[src/rtl/half_duplex_line_xfer.sv]
// Half-duplex serial engine for one bidirectional pad: drives io_i/io_t,
// samples io_o via 2-flop sync; cmd handshake in, done/rsp_data/mismatch out.
module half_duplex_line_xfer #(
  parameter int WIDTH       = 8,
  parameter int BIT_CYCLES  = 4,
  parameter int TURN_CYCLES = 2
) (
  input  logic             clk,
  input  logic             rst,
  input  logic             cmd_valid,
  output logic             cmd_ready,
  input  logic             cmd_write,
  input  logic [WIDTH-1:0] cmd_data,
  output logic             done,
  output logic [WIDTH-1:0] rsp_data,
  output logic             mismatch,
  output logic             io_i,
  output logic             io_t,
  input  logic             io_o
);

  localparam int CMAX = (BIT_CYCLES > TURN_CYCLES) ?
                        BIT_CYCLES : TURN_CYCLES;
  localparam int CW   = $clog2(CMAX);
  localparam int BW   = $clog2(WIDTH + 1);

  typedef enum logic [2:0] {
    S_IDLE,
    S_DRIVE,
    S_TURN,
    S_SAMPLE,
    S_DONE
  } state_t;

  state_t            r_state;
  logic [CW-1:0]     r_cyc;
  logic [BW-1:0]     r_bit;
  logic [WIDTH-1:0]  r_sh;
  logic [WIDTH-1:0]  r_rx;
  logic [WIDTH-1:0]  r_wdata;
  logic              r_wr;
  logic              r_s1;
  logic              r_s2;
  logic              r_ready;
  logic              r_done;
  logic              r_io_t;
  logic [WIDTH-1:0]  r_rsp;
  logic              r_mm;

  logic              w_bit_end;
  logic              w_turn_end;
  logic              w_last;
  logic [WIDTH-1:0]  w_rx_next;
  logic [WIDTH-1:0]  w_sh_next;

  assign w_bit_end  = (r_cyc == CW'(BIT_CYCLES - 1));
  assign w_turn_end = (r_cyc == CW'(TURN_CYCLES - 1));
  assign w_last     = (r_bit == BW'(WIDTH - 1));
  assign w_rx_next  = {r_rx[WIDTH-2:0], r_s2};
  assign w_sh_next  = {r_sh[WIDTH-2:0], 1'b0};

  // io_i is the shift register MSB; it is zero outside a write so the
  // pad data input is quiet whenever the line is released.
  assign io_i      = r_sh[WIDTH-1];
  assign io_t      = r_io_t;
  assign cmd_ready = r_ready;
  assign done      = r_done;
  assign rsp_data  = r_rsp;
  assign mismatch  = r_mm;

  always_ff @(posedge clk) begin
    if (rst) begin
      r_s1 <= 1'b1;
      r_s2 <= 1'b1;
    end else begin
      r_s1 <= io_o;
      r_s2 <= r_s1;
    end
  end

  always_ff @(posedge clk) begin
    if (rst) begin
      r_state <= S_IDLE;
      r_cyc   <= '0;
      r_bit   <= '0;
      r_sh    <= '0;
      r_rx    <= '0;
      r_wdata <= '0;
      r_wr    <= 1'b0;
      r_ready <= 1'b1;
      r_done  <= 1'b0;
      r_io_t  <= 1'b1;
      r_rsp   <= '0;
      r_mm    <= 1'b0;
    end else begin
      r_done <= 1'b0;
      case (r_state)
        S_IDLE: begin
          if (cmd_valid) begin
            r_wr    <= cmd_write;
            r_wdata <= cmd_data;
            r_sh    <= cmd_write ? cmd_data : '0;
            r_rx    <= '0;
            r_cyc   <= '0;
            r_bit   <= '0;
            r_ready <= 1'b0;
            r_io_t  <= ~cmd_write;
            r_state <= cmd_write ? S_DRIVE : S_TURN;
          end
        end
        S_DRIVE: begin
          if (w_bit_end) begin
            r_cyc <= '0;
            r_rx  <= w_rx_next;
            r_sh  <= w_sh_next;
            r_bit <= r_bit + BW'(1);
            if (w_last) begin
              r_io_t  <= 1'b1;
              r_state <= S_TURN;
            end
          end else begin
            r_cyc <= r_cyc + CW'(1);
          end
        end
        S_TURN: begin
          if (w_turn_end) begin
            r_cyc <= '0;
            if (r_wr) begin
              r_done  <= 1'b1;
              r_rsp   <= r_rx;
              r_mm    <= (r_rx != r_wdata);
              r_state <= S_DONE;
            end else begin
              r_state <= S_SAMPLE;
            end
          end else begin
            r_cyc <= r_cyc + CW'(1);
          end
        end
        S_SAMPLE: begin
          if (w_bit_end) begin
            r_cyc <= '0;
            r_rx  <= w_rx_next;
            r_bit <= r_bit + BW'(1);
            if (w_last) begin
              r_done  <= 1'b1;
              r_rsp   <= w_rx_next;
              r_mm    <= 1'b0;
              r_state <= S_DONE;
            end
          end else begin
            r_cyc <= r_cyc + CW'(1);
          end
        end
        S_DONE: begin
          r_ready <= 1'b1;
          r_state <= S_IDLE;
        end
        default: begin
          r_ready <= 1'b1;
          r_io_t  <= 1'b1;
          r_state <= S_IDLE;
        end
      endcase
    end
  end

endmodule

[config.mk]
export PLATFORM = sky130hd
export DESIGN_NAME = half_duplex_line_xfer
export DESIGN_NICKNAME = d
export VERILOG_FILES = /design/src/rtl/half_duplex_line_xfer.sv
export SDC_FILE = /design/constraint.sdc
export NUM_CORES = 1
export LEC_CHECK = 0
export BUFFER_PORTS_ARGS = -buffer_cell sky130_fd_sc_hd__buf_2
export CAP_MARGIN = 20
export CORE_MARGIN = 2
export CORE_UTILIZATION = 45
export DETAILED_ROUTE_END_ITERATION = 12
export MAX_ROUTING_LAYER = met4
export PLACE_DENSITY = 0.61
export REMOVE_ABC_BUFFERS = 1
export SETUP_SLACK_MARGIN = 0.5
export SLEW_MARGIN = 0
export SYNTH_ARGS = -nofsm -noshare
export SYNTH_HDL_FRONTEND = slang
export SYNTH_SLANG_ARGS = --single-unit
[constraint.sdc]
create_clock -name clk -period 2.3 [get_ports clk]
set_input_delay 0.115 -clock clk [delete_from_list [all_inputs] [get_ports clk]]
set_output_delay 0.115 -clock clk [all_outputs]
set_load 0.01 [all_outputs]
After elaboration in Yosys (flattened, before gate mapping)
Cells that the tools add are included.
W data, S select, Z words.
{"block": "totals", "register_bits": 48, "out_inout_bits": 13, "elab_cells": 95}
{"block": "classes", "n_addsub": 2, "n_eq_ne": 16, "mux": 44, "n_bitwise": 3, "n_reduce_logical": 16}
{"op": "$mux W8", "count": 9}
{"op": "$pmux W8 S2", "count": 3}
{"op": "$mux W3", "count": 7}
{"op": "$ne A2 B2 Y1 const B", "count": 7}
{"op": "$mux W1", "count": 12}
{"op": "$pmux W3 S4", "count": 1}
{"op": "$mux W2", "count": 4}
{"op": "$mux W4", "count": 2}
{"op": "$ne A8 B8 Y1", "count": 1}
{"op": "$pmux W4 S2", "count": 1}
{"op": "$eq A3 B2 Y1 const B", "count": 2}
{"op": "$pmux W1 S2", "count": 3}
{"op": "$pmux W2 S3", "count": 1}
{"op": "$reduce_and A2 Y1", "count": 3}
{"op": "$reduce_and A3 Y1", "count": 2}
{"op": "$reduce_and A6 Y1", "count": 1}
{"op": "$reduce_bool A2 Y1", "count": 3}
{"op": "$reduce_or A3 Y1", "count": 2}
{"op": "$reduce_and A5 Y1", "count": 1}
{"op": "$add A4 B1 Y4 const B", "count": 1}
{"op": "$eq A4 B3 Y1 const B", "count": 1}
{"op": "$reduce_and A4 Y1", "count": 1}
{"op": "$eq A3 B1 Y1 const B", "count": 1}
{"op": "$eq A3 B3 Y1 const B", "count": 1}
{"op": "9 further kinds", "count": 11}

Depth between registers and ports, before layout
Gate-level depths: netlist of run 1.
{"block": "logic_depth", "word_depth": 4, "ltp_mapped": 7, "mapped_depth_nobuf": 6}

Worst setup path before layout of run 1
Ideal clock, no wire load.
{"block": "synth_path", "kind": "register to register", "start": "register r_cyc[0]", "end": "register r_sh[7]", "arrival_time_ns": 1.372, "t_required_ns": 2.214, "setup_slack_ns": 0.842, "stages_incl_launch_ff": 7, "path_buffers": 1, "path_cell_list": "dfxtp_1 ha_1 nand2_1 a211oi_4 buf_6 nor2_1 a211oi_1"}
{"block": "synth_between", "elab_chain_len": 3}
{"element": "start, declared", "line_no": "36", "rtl": "logic [CW-1:0] r_cyc;"}
{"element": "start signal, assigned", "line_no": "122", "rtl": "r_cyc <= r_cyc + CW'(1);"}
{"element": "start signal, assigned", "line_no": "137", "rtl": "r_cyc <= r_cyc + CW'(1);"}
{"element": "start signal, assigned", "line_no": "152", "rtl": "r_cyc <= r_cyc + CW'(1);"}
{"element": "$eq A2 B2 Y1", "line_no": "56", "rtl": "assign w_bit_end = (r_cyc == CW'(BIT_CYCLES - 1));"}
{"element": "$ne A2 B2 Y1 (no line)"}
{"element": "$reduce_and A3 Y1 (no line)"}
{"element": "end signal, assigned", "line_no": "102", "rtl": "r_sh <= cmd_write ? cmd_data : '0;"}
{"element": "end signal, assigned", "line_no": "115", "rtl": "r_sh <= w_sh_next;"}
{"element": "end, declared", "line_no": "38", "rtl": "logic [WIDTH-1:0] r_sh;"}
Every way passes these cells.
A chain may end at the register's enable or synchronous reset.

Final worst setup path of run 1
{"block": "layout_path", "start": "register r_cyc[0]", "end": "register r_rsp[0] (netlist: rsp_data[0])"}
{"block": "layout_between", "elab_chain_len": 3}
{"element": "$eq A2 B1 Y1 / $eq A2 B2 Y1 (equally long branches)", "line_no": "57, 56"}
{"element": "$ne A2 B2 Y1 (no line)"}
{"element": "$reduce_and A5 Y1 (no line) (*)"}
{"element": "end signal, assigned", "line_no": "130", "rtl": "r_rsp <= r_rx;"}
{"element": "end signal, assigned", "line_no": "147", "rtl": "r_rsp <= w_rx_next;"}
{"element": "end, declared", "line_no": "47", "rtl": "logic [WIDTH-1:0] r_rsp;"}
Every way passes the cells marked *; elsewhere a longest branch is shown, timed or not.

==> metrics, run 1 <==
Initial DRC Count approximately 70; DIE AREA 5500 µm²; Setup Crit Path Kind flip-flop to flip-flop; number of global-route vias before repair between 1500 and 2000; Post-synth top flop dfxtp_1; WP data arrival around 1800 ps; Switch Pwr 0.000435 W; final period utilization a little over two thirds; Layout Utilization a little over half; die width between 70 and 80 µm; Fin Clk Skew between 8 and 9 ps; Port-buffer cells 25; CP bufs+invs 1; Hold Path Class input pin to flip-flop; combinational share of power between 10% and 20%; max incr delay on CP 400 ps; Clock Latency Late Sink about 300 ps; Max-Cap Viols 0; WP data required about 2500 ps; min Tclk post-route approximately 1600 ps; drt drc 0; Vias/cell 5.22; PD cells 640 nW/µm²; setup slack at placement about 500 ps; total CTS buffers 5; first-pass GRT wire length 7750 µm; number of clock sinks between 40 and 50; Synth async-reset ratio 0%; Yosys Warn Count 0; TNS Setup 0 ps; switching portion of total power 27.1%; clock root cell clkbuf_8; Synth Cell Area between 2000 and 2500 µm²; area of the multi-input gates roughly 1100 µm²; Final Max Tran Viols 0; Ant. Diodes 0; CP top delay family compound AO/OA/AOI/OAI gates; initial antenna violation count 0; register bit count reported by yosys 48; Worst path slowest cell dfxtp_1; WL final between 4000 and 5000 µm; Total GRT Usage a little under a fifth; final instance area ~2500 µm²; top post-synthesis cells by count dfxtp_1 (48), nor2_1 (32), nand2_1 (25); final net count 293; num ports 26; # fillers roughly 450; unrepaired setup endpoints after global routing false; dpl hpwl between 3000 and 4000 µm; Leakage between 0.9 and 1 nW; Initial Util 46.9%; Int Power 0.00117 W; Setup crit start kind flip-flop; Reg power frac 56.1%; register area between 900 and 1000 µm²; Mapped Avg Cell Area approximately 8.8 µm²; Yosys top cell by area dfxtp_1; maximum number of pins on one net before global-route repair 21; VDD IR-drop max around 0.00025 V; setup slack after layout 680 ps; critical path capture point type flip-flop; ratio of cells with drive above 1 in the final layout 19.9%; share of the synthesized area in the top cell type approximately 43%; placed insts 332; clock share of power 30.6%; Max Clk Rate slightly above 600 MHz; H-tree depth 2; cells along the critical path ha_2 > nand4b_1 > o22ai_2 > buf_6 > nor2_1 > a311oi_2; GRT Residual Overflow 0; Final GP Congestion 0.803; total number of vias between 1500 and 2000; final setup vio count 0; final hold violation count 0; CP max FO 20; Die Span Y between 70 and 80 µm; router iterations before antenna repair 4; share of the yosys chip area belonging to registers 43.3%; CTS clk-pin slew, worst paths 90 ps; CTS tree built; area added between synthesis and finish 13.1%; count leader, synth dfxtp_1; drt wl/cell about 13 µm; Non-Filler Instances roughly 340; Clock Path Buffers 2; Mapped Cells 252; Slew HR 77.3%; post-route ant nets 0; core area about 4700 µm²; Slew @ Worst Pin 340 ps; status complete, no violations; Post-DP Area roughly 2400 µm²; Cell Rows 25; Post-synth EDFFs 0; count of cell types in the netlist 39; synth top area cells dfxtp_1 (43%), nor2_1 (5.4%), a211oi_1 (4.7%)
-- cell families (layout without fill, tap and decap cells) --
group,count (synthesis),after routing,synth area share [%]
AOI/OAI and AO/OA,63,63,19.5
xor gates and xnor gates,8,8,3.16
adders and majority gates,4,4,2.26
buffers and inverters,26,50,6.26
DFF,48,48,43.3
muxes,8,8,3.61
and+or+nand+nor,95,95,21.9
-- power groups by stage --
| stage | clock network (W) | registers [W] | logic (W) |
|---|---|---|---|
| 6_report | 0.000491 | 0.000900 | 0.000214 |
| 3_5_place_dp | 0 | 0.000918 | 0.000203 |
| 4_1_cts | 0.000503 | 0.000900 | 0.000213 |
| 5_1_grt | 0.000534 | 0.000907 | 0.000241 |
| 3_3_place_gp | 0 | 0.000917 | 0.000203 |
| 2_1_floorplan | 0 | 0.000914 | 0.000125 |
-- routing by layer --
layer  GRT usage (%)  vias up  routed length (µm)
met3            4.61        5                 159
met1            27.8      823                2440
met5               -        -                   0
met4            5.45        0                  53
li1                -      932                   -
met2            26.3       29                1930
-- through the flow --
| step | hold WS [ps] | power, W |
|---|---|---|
| detailed placement | 307 | 0.00112 |
| finish | 49.1 | 0.00161 |
| floorplan | 183 | 0.00104 |
| global placement | 299 | 0.00112 |
| CTS | 41.6 | 0.00162 |
| global route | 62.1 | 0.00168 |
-- cell usage in the layout, fill, tap and decap left out, types with 3 or more instances in the layout --
master | synthesis | final
a211oi_1 | 14 | 14
a21oi_1 | 16 | 16
a22oi_1 | 9 | 9
a31oi_1 | 8 | 8
and3_1 | 7 | 7
buf_2 | 9 | 25
buf_4 | 0 | 9
clkbuf_8 | 0 | 5
dfxtp_1 | 48 | 45
dfxtp_2 | 0 | 3
ha_1 | 4 | 3
inv_1 | 6 | 6
mux2i_1 | 8 | 8
nand2_1 | 25 | 25
nand2b_1 | 4 | 4
nand3b_1 | 3 | 3
nand4_1 | 4 | 4
nor2_1 | 32 | 32
nor3_1 | 3 | 3
o21ai_0 | 9 | 9
xnor2_1 | 8 | 8
-- final timing paths --
path,start,to,slack [ps],cells after the start
max reg2reg,r_cyc[0],rsp_data[0],680,6
min,cmd_data[2],r_wdata[2],50,3
min reg2reg,r_s1,r_s2,420,1
max,r_cyc[0],rsp_data[0],680,6
-- final cells by class --
type	count	area share, %
repair buffers	37	9.33
clock inverters	2	0.499
well taps	67	3.34
inverters	6	0.898
multi-input cells	178	44.7
flip-flops and latches	48	38.5
clock buffers	5	2.74
-- worst reg2reg max path: cells and delay by family, from the launching register on --
family,cells,cell delay (ps)
adder cells (fa/ha/maj),1,250
flip-flops,1,400
buffers and inverters,1,190
AND/OR/NAND/NOR,2,260
AO/OA/AOI/OAI,2,440
-- timing repair --
| item | in CTS | in global routing |
|---|---|---|
| buffers inserted | 1 | 2 |
| pin swaps | 1 | 0 |
| resized for setup | 2 | 4 |
| setup endpoints to repair | 6 | 22 |
| hold buffers | 1 | 0 |
| hold endpoints to repair | 1 | 0 |
| gates cloned | 0 | 0 |
-- state kept, by name, indices dropped and copies added (netlist names) --
register and flops:
r_wr 1, r_sh 8, cmd_ready 1, r_bit 4, r_cyc 2, r_s1 1
mismatch 1, r_rx 8, r_wdata 8, done 1, r_state 3, io_t 1
r_s2 1, rsp_data 8
No activity file was read; power rests on OpenSTA's default activity.
==> inputs of run 2 (changes only) <==
==> constraint.sdc (replaced) <==
create_clock -name clk -period 1.5 [get_ports clk]
set_input_delay 0.075 -clock clk [delete_from_list [all_inputs] [get_ports clk]]
set_output_delay 0.075 -clock clk [all_outputs]
set_load 0.01 [all_outputs]
==> metrics, run 2 (synthesis gave the netlist of run 1 again) <==
Vias/cell 5.32; final setup vio count 6; R2R cell count 7; Fin Clk Skew between 8 and 9 ps; die width between 70 and 80 µm; clock root cell clkbuf_8; final hold violation count 0; Die Span Y approximately 74 µm; Total GRT Usage a little over a fifth; core area 4720 µm²; register area between 900 and 1000 µm²; CP max FO 20; Ant. Diodes 0; DIE AREA 5500 µm²; leading cell type in the layout, fill and taps excluded dfxtp_1; WL final approximately 5500 µm; drt drc 0; Leakage 1.26 nW; initial antenna violation count 0; Slew @ Worst Pin approximately 420 ps; area of the multi-input gates ~1400 µm²; number of global-route vias before repair between 1500 and 2000; min Tclk post-route roughly 1500 ps; placed insts 349; PD cells 918 nW/µm²; area added between synthesis and finish 43.4%; Slew HR a little under three quarters; most frequent cells in the layout dfxtp_1 (43), buf_2 (25), nor2_1 (22), buf_4 (20), buf_6 (16); setup slack after layout -27.2 ps; H-tree depth 2; # fillers about 390; WP data arrival approximately 1800 ps; Max-Cap Viols 0; Clock Path Buffers 2; VDD IR-drop max between 0.0005 and 0.0006 V; final period utilization 102%; router iterations before antenna repair 4; hold path cells 3; Initial DRC Count a little under 90; Hold Path Class input pin to flip-flop; Final GP Congestion a little over 0.8; Setup Crit Path Kind flip-flop to flip-flop; grt met1 use 28.5%; TNS Setup -69.3 ps; Setup crit start kind flip-flop; Max Clk Rate 655 MHz; met2 usage around a third; ratio of cells with drive above 1 in the final layout between 40% and 50%; GRT Residual Overflow 0; failing checks setup timing; Top Usage Layer GRT met2; first-pass GRT wire length approximately 8900 µm; CTS clk-pin slew, worst paths ~100 ps; Port-buffer cells 25; Non-Filler Instances around 370; Initial Util between 40% and 50%; unrepaired setup endpoints after global routing true; Cell Rows 25; dpl hpwl between 3000 and 4000 µm; post-route ant nets 0; drt wl/cell between 10 and 15 µm; CTS tree built; final net count 323; Final Max Tran Viols 0; WP data required ~1700 ps; global-route met3 utilization about 4.2%; total CTS buffers 5; total number of vias just under 2000; num ports 26; maximum number of pins on one net before global-route repair 21; critical path capture point type flip-flop; number of clock sinks 48; status finished, violations left; Clock Latency Late Sink approximately 310 ps
## run 2: routing by layer
layer | vias to the layer above | wire length, µm | share of wire, %
met2 | 31 | 2690 | 49
met3 | 9 | 153 | 2.8
li1 | 1003 | - | -
met5 | - | 0 | 0
met4 | 0 | 72 | 1.3
met1 | 946 | 2540 | 47
## run 2: power breakdown
group	internal [W]	switching (W)	total, W
clock network	0.000502	0.000457	0.000960
registers	0.00133	0.0000499	0.00138
logic	0.000294	0.000288	0.000582
total	0.00212	0.000796	0.00292
## run 2: final timing paths
path	start	end	slack [ps]
min	cmd_data[2]	r_wdata[2]	10
min reg2reg	r_s1	r_s2	420
max	r_cyc[1]	rsp_data[0]	-30
max reg2reg	r_cyc[1]	rsp_data[0]	-30
## run 2: layout make-up
cell class	count	share of cell area, %
Tap cell	67	2.64
Clock inverter	3	1.46
Timing Repair Buffer	66	17.4
Sequential cell	48	30.6
Inverter	6	0.708
Multi-Input combinational cell	179	45.1
Clock buffer	5	2.16
## run 2: what timing repair did
item,in CTS,in global routing
resized for setup,66,37
setup endpoints to repair,46,46
gates cloned,4,0
setup buffers,9,3
hold buffers,1,0
hold endpoints to repair,1,0
pin swaps,29,17
## run 2: critical path, stage by stage, from the launching register on
cell and delay [ps]:
dfxtp_2 370, ha_4 150, buf_6 90, nand4b_1 170
o22ai_2 240, buf_12 180, nor2_2 40, a311oi_2 210
## run 2: through the flow
step	utilization (%)	setup WS, ps	cell area (µm²)	hold WS, ps	power [W]
global placement	53.7	-154	2530	258	0.00176
global route	67.3	-105	3180	20.8	0.00304
CTS	63.2	-17.0	2980	9.17	0.00285
finish	67.3	-27.2	3180	14.1	0.00292
floorplan	-	-557	2100	143	0.00159
detailed placement	53.7	-212	2530	262	0.00176
